## src/rtl/pulse_seq_ctrl.sv

```systemverilog
// ============================================================================
// Module   : pulse_seq_ctrl
// Purpose  : Beat sequencer for the pulse monitor: period-counter clear, history shift, fill/valid/lost tracking.
// Revision : 1.0 - initial release
// ============================================================================
`default_nettype none

module pulse_seq_ctrl #(
  parameter int MIN_PD        = 25,
  parameter int MAX_PD        = 200,
  parameter int TIMEOUT_TICKS = 300
) (
  input  logic       clk,
  input  logic       rst,
  input  logic       pulse_sp,
  input  logic       tick,
  input  logic [7:0] pd,
  output logic       clr,
  output logic       shift,
  output logic [2:0] fill,
  output logic       valid,
  output logic       lost,
  output logic [3:0] rej_cnt
);

  localparam logic [1:0] ST_IDLE = 2'd0;
  localparam logic [1:0] ST_MEAS = 2'd1;
  localparam logic [1:0] ST_RUN  = 2'd2;
  localparam logic [1:0] ST_LOST = 2'd3;

  localparam logic [7:0] C_MIN_PD  = 8'(MIN_PD);
  localparam logic [7:0] C_MAX_PD  = 8'(MAX_PD);
  localparam logic [9:0] C_TO_LAST = 10'(TIMEOUT_TICKS - 1);

  logic [1:0] state_q, state_d;
  logic [2:0] fill_q, fill_d;
  logic       valid_q, valid_d;
  logic       lost_q, lost_d;
  logic [3:0] rej_q, rej_d;
  logic       clr_q, clr_d;
  logic       shift_q, shift_d;
  logic [9:0] to_q, to_d;

  logic w_active;
  logic w_glitch;
  logic w_decide;
  logic w_to_hit;

  assign w_active = (state_q == ST_MEAS) || (state_q == ST_RUN);
  assign w_glitch = pulse_sp && w_active && (pd < C_MIN_PD);
  assign w_decide = pulse_sp && !w_glitch;
  // The tick that brings the count to TIMEOUT_TICKS flips to LOST on the same edge.
  assign w_to_hit = w_active && !clr_q && tick && (to_q == C_TO_LAST);

  always_comb begin
    state_d = state_q;
    fill_d  = fill_q;
    valid_d = valid_q;
    lost_d  = lost_q;
    rej_d   = rej_q;
    clr_d   = 1'b0;
    shift_d = 1'b0;
    to_d    = to_q;

    if (clr_q) begin
      to_d = '0;
    end else if (w_active && tick) begin
      to_d = to_q + 10'd1;
    end

    if (w_glitch && (rej_q != 4'hF)) begin
      rej_d = rej_q + 4'd1;
    end

    if (w_decide) begin
      clr_d = 1'b1;
      to_d  = '0;
      if (!w_active) begin
        state_d = ST_MEAS;
        fill_d  = '0;
        valid_d = 1'b0;
        lost_d  = 1'b0;
      end else if (pd <= C_MAX_PD) begin
        shift_d = 1'b1;
        if (fill_q >= 3'd3) begin
          fill_d  = 3'd4;
          valid_d = 1'b1;
          state_d = ST_RUN;
        end else begin
          fill_d  = fill_q + 3'd1;
        end
      end else begin
        state_d = ST_MEAS;
        fill_d  = '0;
        valid_d = 1'b0;
      end
    end else if (w_to_hit) begin
      state_d = ST_LOST;
      lost_d  = 1'b1;
      valid_d = 1'b0;
      fill_d  = '0;
    end
  end

  always_ff @(posedge clk) begin
    if (rst) begin
      state_q <= ST_IDLE;
      fill_q  <= '0;
      valid_q <= 1'b0;
      lost_q  <= 1'b0;
      rej_q   <= '0;
      clr_q   <= 1'b0;
      shift_q <= 1'b0;
      to_q    <= '0;
    end else begin
      state_q <= state_d;
      fill_q  <= fill_d;
      valid_q <= valid_d;
      lost_q  <= lost_d;
      rej_q   <= rej_d;
      clr_q   <= clr_d;
      shift_q <= shift_d;
      to_q    <= to_d;
    end
  end

  assign clr     = clr_q;
  assign shift   = shift_q;
  assign fill    = fill_q;
  assign valid   = valid_q;
  assign lost    = lost_q;
  assign rej_cnt = rej_q;

endmodule

`default_nettype wire

```

## config.mk

```make
export PLATFORM = sky130hd
export DESIGN_NAME = pulse_seq_ctrl
export DESIGN_NICKNAME = d
export VERILOG_FILES = /design/src/rtl/pulse_seq_ctrl.sv
export SDC_FILE = /design/constraint.sdc
export NUM_CORES = 1
export LEC_CHECK = 0
export CORE_MARGIN = 1
export CORE_UTILIZATION = 30
export CTS_CLUSTER_SIZE = 12
export DETAILED_ROUTE_END_ITERATION = 10
export PLACE_DENSITY = 0.64
export SYNTH_ARGS = -nofsm -noshare
export SYNTH_HDL_FRONTEND = slang
export SYNTH_SLANG_ARGS = --single-unit
```

## constraint.sdc

```tcl
create_clock -name clk -period 4.2 [get_ports clk]
set_clock_uncertainty 0.05 [all_clocks]
set_input_delay 0.84 -clock clk [delete_from_list [all_inputs] [get_ports clk]]
set_output_delay 0.84 -clock clk [all_outputs]
set_load 0.01 [all_outputs]
```

# == Yosys cells after proc, flatten, opt, wreduce, memory -nomap -nowiden ==
# Index checks and enable logic that the tools add are counted.
# Widths: inputs -> output; s select.
# classes
add_sub_neg,3
div_mod_pow,0
order_cmp,3
n_mux,20
eq_ne,6
shifts,0
n_bitwise,2
n_reduce_logical,16
n_mul,0
# ops
operator,count
$mux 3,5
$add 10x1->10 const B,1
$eq 10x9->1 const B,1
$mux 1,10
$mux 2,5
$le 8x8->1 const B,1
$logic_and 1x1->1,8
$lt 8x5->1 const B,1
$reduce_or 3->1,2
$add 4x1->4 const B,1
$ne 4x3->1 const B,1
$ne 4x4->1 const B,1
$reduce_and 2->1,2
$add 3x1->3 const B,1
$ge 3x2->1 const B,1
$eq 2x1->1 const B,1
$eq 2x2->1 const B,1
$logic_not 1->1,2
$ne 2x2->1 const B,1
$not 1->1,2
$reduce_bool 2->1,1
$logic_or 1x1->1,1
# word_totals
in_bits,12
mem_count,0
mem_bits_rw,0
rom_bits,0
out_inout_bits,11
regBits,23
latchBits,0
word_cells,58

# == Depth between registers and ports, before layout ==
# Gate-level depths: netlist of the first run.
# depth
word_depth,8
ltp_mapped,6
depth_no_buf,6

# == Least setup slack after synthesis of the first run ==
# OpenSTA, ideal clock, no wires.
# synth_path
kind,input-to-reg
startpoint,input pd[1]
endpoint,"register fill_q[0], in the netlist fill[0]"
path_stages,5
setup_slack_ns,2.085
arrival_time_ns,1.994
setup_time_ns,0.071
required_time_ns,4.079
n_path_buf,0
path_cell_list,o31a_1 > o311ai_2 > nand4_1 > or3_1 > a21oi_1
# synth_via
elab_chain_len,5
word_cells_on_any_way,9
classes_between,order compare: 2; mux: 3; reduce/logical: 4
# synth_rtl
item,line_no,rtl
start: declaration,17,"input logic [7:0] pd,"
$lt 8x5->1,50,assign w_glitch = pulse_sp && w_active && (pd < C_MIN_PD);
$logic_and 1x1->1,50,
$logic_not 1->1,51,assign w_decide = pulse_sp && !w_glitch;
$logic_and 1x1->1,51,
$mux 3 or $reduce_bool 2->1 (tied branches),n/a,
end signal: assignment,117,fill_q <= fill_d;
end: declaration,36,"logic [2:0] fill_q, fill_d;"
# Several ways; a longest one is shown, not always the timed one.
# A chain may end at the register's enable or synchronous reset.

# == Final worst setup path of the first run ==
# Same ends and word-level chain as after synthesis.

==> impl.org, run 1 <==
** STA
- Post-route setup TNS :: 0 ns
- Setup repair after global routing left no endpoint under its margin.
- Period utilization :: roughly three fifths
- Final hold violations :: 0
- Slew Limit Headroom :: between 60% and 70%
- Worst Tran Pin Value :: around 0.6 ns
- # setup viols final :: 0
- Derived from the worst setup path, the maximum achievable clock frequency is 405.0 MHz.
- The clock period could shrink to between 2 and 2.5 ns.
- The max-slew violation count was 0.

** Run
- Max-cap violations in this run came to 0.

** Placement
- Port Buf Inserts :: 22
- At the end of routability-driven placement, the weighted congestion stood at 0.7823.
- Number of instances in the placed design :: around 190
- The HPWL after detailed placement is between 1500 and 2000 um.
- Placed Area :: ~0.0014 sq mm

** Floorplanning
- Die height :: roughly 63 um
- Std-Cell Rows :: 21
- The initial utilization of the core area, before any placement, comes to between 30% and 40%.
- Core Area :: about 0.0034 sq mm
- The die covers ~0.0040 sq mm.
- Number of primary I/O pins :: 23
- The floorplan step set the die width to between 60 and 70 um.

** CTS
- Clock Sinks :: 23
- In this run the number of H-tree levels came out at 1.
- The root buffer cell chosen for the clock tree is clkbuf_8.
- Clock buffers created by TritonCTS :: 3
- TritonCTS built the clock tree.
- Number of instances resized during post-cts repair :: 0
- Clock-pin slew on the worst setup and hold paths :: ~0.080 ns
- Clock latency on the worst-skew pair, taken at its later pin, is approximately 0.26 ns.
- Buffers inserted by post-CTS timing repair :: 0
- CTS max path bufs :: 2
- Hold-fix buffers at CTS :: 0

** Critical path
- Endpoint arrival time on the critical path :: around 2.6 ns
- STA puts the critical path data required time at around 4.3 ns.
- Worst r2r dst :: fill[1]$_SDFFE_PP0P_
- Number of cells on the worst reg-to-reg path :: 6
- In this run the critical register-to-register path is launched from fill[0]$_SDFFE_PP0P_.
- Setup slack of the most critical reg-to-reg path :: about 2.3 ns
- The critical path in this run is classified as in2reg.
- Of all nets on the critical path, the largest fanout is 5.
- STA classifies the critical path startpoint as a primary input.
- The worst setup path is captured at a register.

** Synth
- In this run the cell area of the synthesized design comes to approximately 0.0011 sq mm.
- The netlist uses 36 different library cells.
- Most frequently used cell type in the post-synthesis netlist :: dfxtp_1
- Number of nets produced by synthesis :: 140
- Post-synthesis share of cell area spent on and, or, nand and nor gates :: 24.89%
- In this run the mean area of a mapped cell was 8.960 sq um.
- Most used flip-flop cell after synthesis :: dfxtp_1
- Post-Synth Adder-Cell Area :: 4.505%
- The biggest area contributor in the post-synthesis netlist is dfxtp_1.
- Number of flip-flops and latches in the synthesized netlist :: 23
- Area share of the largest cell type after synthesis :: 41.44%
- Multiplexer area fraction after synthesis :: less than 1%
- Synthesis produced 124 cells.
- Counting flops with an async set or reset pin after synthesis yields a share of 0%.
- The Yosys step of the flow raised 0 warnings.
- The commonest cells after synthesis are dfxtp_1, nor2_1, nand2_1, a21oi_1, xnor2_1.
- Sorting the synthesized cells by area gives the leading types as dfxtp_1, xnor2_1, nor2_1.
- Portion of the post-synthesis area used by sequential elements :: approximately 41%
- The synthesized netlist devotes between 10% and 20% of its cell area to compound gates.
- XOR/XNOR Fraction of Synth Area :: ~8.6%
- Main combinational cell family by area after synthesis :: simple AND/OR/NAND/NOR gates
- In this run, synthesis inferred 0 flip-flops with an integrated enable.

** Routing
- After detailed routing, the average wire length per cell comes to roughly 12 um.
- In this run, the number of DRC markers left after iteration 0 of detailed routing was 42.
- In the routed design, unresolved DRC markers number 0.
- For this block, the routed nets add up to between 2000 and 2500 um of wire.
- Using the TritonRoute via totals, the vias-per-cell ratio works out to 4.959.
- For this run, the detailed router's first-pass iteration total came to 4.
- The routed layout has approximately 960 vias.
- The count of nets left with antenna violations once routing finished came out at 0.

** GRT
- Global Route Usage Sum :: 13.02%
- Global-route wire length before repair :: 4174 um
- The via count of the first global-routing pass is 974.
- Entering global routing, the biggest net connects 14 pins.
- The number of antenna violations at the first check in global routing came to 0.
- Aggregate global routing overflow :: 0

** Cells and area
- 0 antenna diodes ended up in the layout.
- In the final design database the tool counted around 160 nets.
- Fraction of final layout cells with drive strength greater than 1 :: a little over 6%
- P&R area growth vs syn :: 27.25%
- The finished cells cover approximately 0.0014 sq mm.
- Leaving out filler cells and counting taps, the final layout contains approximately 190.

** Hold path
- For hold timing, the worst endpoint is to_q[1]$_SDFFE_PP0P_.
- Class of the worst hold path :: reg2reg
- Hold Crit Start :: to_q[1]$_SDFFE_PP0P_
- The worst hold path was traced through 2 stages.

** Power and ir drop
- Static leakage power :: about 0.47 nW
- Peak VDD IR :: 0.1466 mV
- Overall power consumption after layout is estimated at 406.2 uW.
- For this design the ratio of total power to cell area is 287.3 mW/mm^2.

** Status
- The flow ran to the end, and the final reports show no timing, DRC or antenna violations.
kinds of logic after synthesis:
| group | Yosys count |
|---|---|
| xor gates and xnor gates | 10 |
| adders and majority gates | 4 |
| DFF | 23 |
| AOI/OAI and AO/OA | 25 |
| and+or+nand+nor | 54 |
| muxes | 1 |
| buffers and inverters | 7 |
worst max-delay path, cell delays in order:
cell,delay (ns)
clkdlybuf4s50_1,0.44
o31a_1,0.32
o311ai_2,0.26
nand4_1,0.24
or3_1,0.37
a21oi_1,0.14
per-stage QoR:
stage	hold WS [ns]	utilization (%)	setup slack (ns)
2_1_floorplan	0.3988	-	2.085
3_3_place_gp	0.4111	39.77	1.530
3_5_place_dp	0.4209	39.77	1.456
4_1_cts	0.4333	41.08	1.720
5_1_grt	0.4743	41.08	1.610
6_report	0.4321	41.08	1.731
area by class of cell:
type	instances	area, sq um
sequential	23	460.4
timing repair buffer	22	220.2
tap	46	57.56
inverter	4	15.01
clock buffer	4	45.04
fill	343	2028
multi-input combinational	94	615.6
registers in the layout, summed over array words and instances, names as in the netlist:
register  flops
valid         1
fill          3
state_q       2
shift         1
lost          1
clr           1
rej_cnt       4
to_q         10
cells in the final DEF, fill, tap and decap left out:
| cell | instances |
|---|---|
| xor2_1 | 2 |
| nor4_1 | 1 |
| o21ai_0 | 3 |
| a31o_2 | 1 |
| mux2i_1 | 1 |
| nand2_1 | 13 |
| nor2b_1 | 1 |
| inv_1 | 4 |
| a32o_1 | 1 |
| nand3_4 | 1 |
| and2_1 | 2 |
| or4b_1 | 1 |
| a31o_1 | 1 |
| o21a_1 | 1 |
| nand4_1 | 3 |
| nand2b_1 | 1 |
| nor2_1 | 16 |
| a31oi_1 | 1 |
| clkbuf_8 | 3 |
| a21oi_1 | 10 |
| or3_1 | 5 |
| a211oi_1 | 1 |
| and3_1 | 3 |
| nand3_1 | 2 |
| clkbuf_1 | 1 |
| dfxtp_1 | 23 |
| nor3_1 | 4 |
| clkdlybuf4s50_1 | 22 |
| o311ai_2 | 2 |
| ha_1 | 4 |
| o31a_1 | 2 |
| and4b_1 | 1 |
| o221a_2 | 1 |
| a2111oi_0 | 1 |
| xnor2_1 | 7 |
| xor2_2 | 1 |
report_power, final:
| part | switching (mW) | internal [mW] |
|---|---|---|
| Sequential | 0.00364 | 0.222 |
| Combinational | 0.0257 | 0.0222 |
| Clock | 0.0654 | 0.0676 |
| Total | 0.0947 | 0.312 |
how the worst max path moves through the flow:
stage	depth (start not counted)	end	startpoint
CTS	6	fill[0]$_SDFFE_PP0P_	pd[1]
global route	6	rej_cnt[1]$_SDFFE_PP0P_	pd[6]
finish	6	fill[0]$_SDFFE_PP0P_	pd[1]
detailed placement	6	fill[0]$_SDFFE_PP0P_	pd[1]
global placement	6	fill[0]$_SDFFE_PP0P_	pd[1]
floorplan	5	fill[0]$_SDFFE_PP0P_	pd[1]
routing by layer:
metal  share of wire (%)  track usage (%)  up-vias
met5                   0                0        -
met4                0.35            1.744        0
met3                 2.7            3.285        2
met2                  50            24.18       14
met1                  47            15.17      451
li1                    -                -      490
Power figures use the tool's default switching activity.
==> run 2: changes to the inputs <==
--- a/config.mk
+++ b/config.mk
@@ -9,7 +9,7 @@
 export CORE_UTILIZATION = 30
 export CTS_CLUSTER_SIZE = 12
 export DETAILED_ROUTE_END_ITERATION = 10
-export PLACE_DENSITY = 0.64
+export PLACE_DENSITY = 0.65
 export SYNTH_ARGS = -nofsm -noshare
 export SYNTH_HDL_FRONTEND = slang
 export SYNTH_SLANG_ARGS = --single-unit
==> constraint.sdc (replaced) <==
create_clock -name clk -period 2 [get_ports clk]
set_clock_uncertainty 0.05 [all_clocks]
set_input_delay 0.4 -clock clk [delete_from_list [all_inputs] [get_ports clk]]
set_output_delay 0.4 -clock clk [all_outputs]
set_load 0.01 [all_outputs]
==> run 2 against run 1 <==
Net effect: non-clock buffer count grew 14; register-to-register slack lost 2.1 ns; final cell count rose by 7.3%; die area is the same; power grew 120%; count of clock-buffer cells in the layout fell by 1; via count grew 6.0%; global-route usage rose by 1.1 points; critical endpoint is now fill[1]$_SDFFE_PP0P_; largest power group unchanged; highest routed layer unchanged.
==> impl.org, run 2 (synthesis gave the netlist of run 1 again) <==
** Status
- Outcome :: completed

** Routing
- After detailed routing, the total wire length is around 2500 um.
- Using the TritonRoute via totals, the vias-per-cell ratio works out to 4.899.
- Drt initial violations :: 39
- Post-DRT Antenna Nets :: 0
- The detailed router placed around 1000 vias in this run.
- In the final routed layout, each cell accounts on average for 12.18 um.
- For this run, design rule violations remaining after detail routing come to 0.
- For this run, the detailed router's first-pass iteration total came to 4.

** CTS
- CTS built an H-tree with a depth of 1.
- Hold repair after CTS inserted 0 buffers.
- CTS Root Buffer Type :: clkbuf_8
- The number of gates resized after CTS was 0.
- The number of clock buffers added by TritonCTS is 3.
- Clock tree from TritonCTS :: yes
- CTS max path bufs :: 2
- Clock-pin slew on the worst setup and hold paths :: about 0.080 ns
- Clock Latency Late Sink :: 0.26 ns
- Buffers added to address setup during post-CTS repair amount to 0.
- Clock tree synthesis found a total of 23 sinks.

** Floorplanning
- Std-Cell Rows :: 21
- The core region is 0.003442 sq mm.
- In this run the vertical extent of the chip is 62.86 um.
- Die Wd :: between 60 and 70 um
- Once the floorplan was initialized, standard cells occupied 32.28% of the core.
- Number of primary I/O pins :: 23
- The floorplan step defined a die boundary enclosing 0.003951 sq mm.

** Placement
- Summing all placed instances gives a cell area of 0.001474 sq mm.
- Before CTS, the worst setup slack after placement is -0.2218 ns.
- Buffers placed on the I/O ports in this run total 22.
- Post-DP HPWL :: 2074 um
- Global placement routability congestion :: around 0.75

** Cells and area
- Most used cells in the layout excluding fill and tap cells :: dfxtp_1, clkdlybuf4s50_1, nor2_1, buf_4, nand2_1
- In the final layout, the multi-input gates occupy between 600 and 700 sq um.
- The register with the most flip-flops in the layout has 10 of them.
- Counting the fill cells in the layout gives between 300 and 400.
- Cells fill 44.38% of the core in the end.
- Largest register by flop count :: to_q
- From synthesis to final layout, the design area changed by 37.50%.
- Number of nets in the final layout :: between 150 and 200
- Post-Layout Inst Area :: around 0.0015 sq mm
- The library cell used most frequently in the layout, excluding fill and tap cells, is dfxtp_1.
- Storage element area :: roughly 460 sq um
- ANT cells :: 0
- Cells with a size suffix above 1 make up 15.53% of the layout.

** STA
- Setup repair after global routing left no endpoint under its margin.
- At the pin with the least slew margin, the transition time is about 0.38 ns.
- Headroom to the max-slew limit came out at about three quarters.
- The max-slew violation count is 0.
- Period utilization :: between 90 and 100%
- Post-route setup slack :: 0.05985 ns
- For the finished layout, the period the worst path requires is just under 2 ns.
- The hold violation total from the final report is 0.
- Setup violations remaining at the end of the flow were counted as 0.
- Based on the critical path, the design can be clocked at up to 515.4 MHz.
- Post-route setup TNS :: 0 ns

** Critical path
- Peak fanout along the critical path :: 3
- The worst setup path is launched from a primary input.
- The number of buffers and inverters on the critical path is 1.
- On the critical path the largest part of the delay comes from compound AO/OA/AOI/OAI gates.
- For the worst setup path, the data arrival time is roughly 2.1 ns.
- Kind of end point of the critical path :: register
- In this run the critical register-to-register path is launched from to_q[0]$_SDFFE_PP0P_.
- The worst setup path is of the in2reg kind.
- On the critical path, the stage with the largest delay is an instance of clkdlybuf4s50_1.
- Critical-path cell list :: clkdlybuf4s50_1, o31a_1, o311ai_2, nand2_1, or3_1, a21oi_1
- For the worst setup path, the data required time is around 2.2 ns.
- Worst path max stage delay :: 0.44 ns
- The critical path starts at pd[1].

** GRT
- Entering global routing, the biggest net connects 15 pins.
- Initial antenna violation count :: 0
- Aggregate global routing overflow :: 0
- Global Route Usage Sum :: 14.10%
- Vias in the first global route :: roughly 1000
- Global-route wire length before repair :: between 4000 and 5000 um

** Power and ir drop
- Share of power burned in the clock network :: 32.3%
- Sequential cell fraction of total power :: between 50% and 60%
- For this design the static power due to leakage is ~0.54 nW.
- Internal power comes to ~670 uW.
- Overall power after layout :: approximately 890 uW
- Combinational logic is responsible for 14.4% of the overall power.
- Net switching power :: about 210 uW
- Peak VDD IR :: approximately 0.43 mV
- For this design the ratio of total power to cell area is 581.4 mW/mm^2.
- Fraction of power spent switching nets :: between 20 and 25%

** Hold path
- Class of the worst hold path :: reg2reg
- Hold Crit Start :: to_q[1]$_SDFFE_PP0P_

** Run
- Max-cap violations in this run came to 0.
-- run 2: changes by cell type in the layout (fill, tap and decap cells not counted) --
cell | previous run | this run
or3_4 | 0 | 1
or3_1 | 5 | 4
clkinvlp_4 | 0 | 1
buf_4 | 0 | 14
clkbuf_1 | 1 | 0
-- run 2: power by group through the flow --
stage | clock [mW] | combinational, mW | sequential, mW
6_report | 0.287 | 0.128 | 0.473
3_5_place_dp | 0 | 0.127 | 0.484
2_1_floorplan | 0 | 0.0557 | 0.485
4_1_cts | 0.299 | 0.127 | 0.473
5_1_grt | 0.319 | 0.139 | 0.474
3_3_place_gp | 0 | 0.123 | 0.484
-- run 2: final timing paths --
path	end	slack [ns]	depth (start not counted)
max	fill[1]$_SDFFE_PP0P_	0.06	6
min reg2reg	to_q[1]$_SDFFE_PP0P_	0.43	2
max reg2reg	valid$_SDFFE_PP0P_	0.20	6
min	to_q[1]$_SDFFE_PP0P_	0.43	2
-- run 2: worst reg2reg max path, delay by kind of cell, from the launching register on --
family / cells / cell delay (ns)
fa+ha+maj: 1 / 0.18
flops: 1 / 0.37
simple gates: 3 / 0.54
compound gates: 2 / 0.57
-- run 2: metrics by stage --
stage / hold WS [ns] / instances
floorplan: 0.3988 / 124
global placement: 0.4098 / 203
detailed placement: 0.4176 / 203
CTS: 0.4331 / 207
global route: 0.4650 / 207
finish: 0.4263 / 207
-- run 2: cell type report --
class / count / area share (%)
inverters: 4 / 0.9828
repair buffers: 36 / 21.29
multi-input cells: 94 / 40.62
well taps: 46 / 3.767
flip-flops and latches: 23 / 30.14
clock buffers: 3 / 2.703
clock inverters: 1 / 0.4914
-- run 2: layer usage --
layer / GRT usage, % / vias up / part of all wire, % / wire (um)
met5: 0 / - / 0 / 0
met4: 2.326 / 0 / 0.75 / 19
met3: 4.380 / 4 / 4.7 / 119
met2: 27.45 / 20 / 53 / 1341
met1: 14.73 / 470 / 41 / 1041
li1: - / 520 / - / -
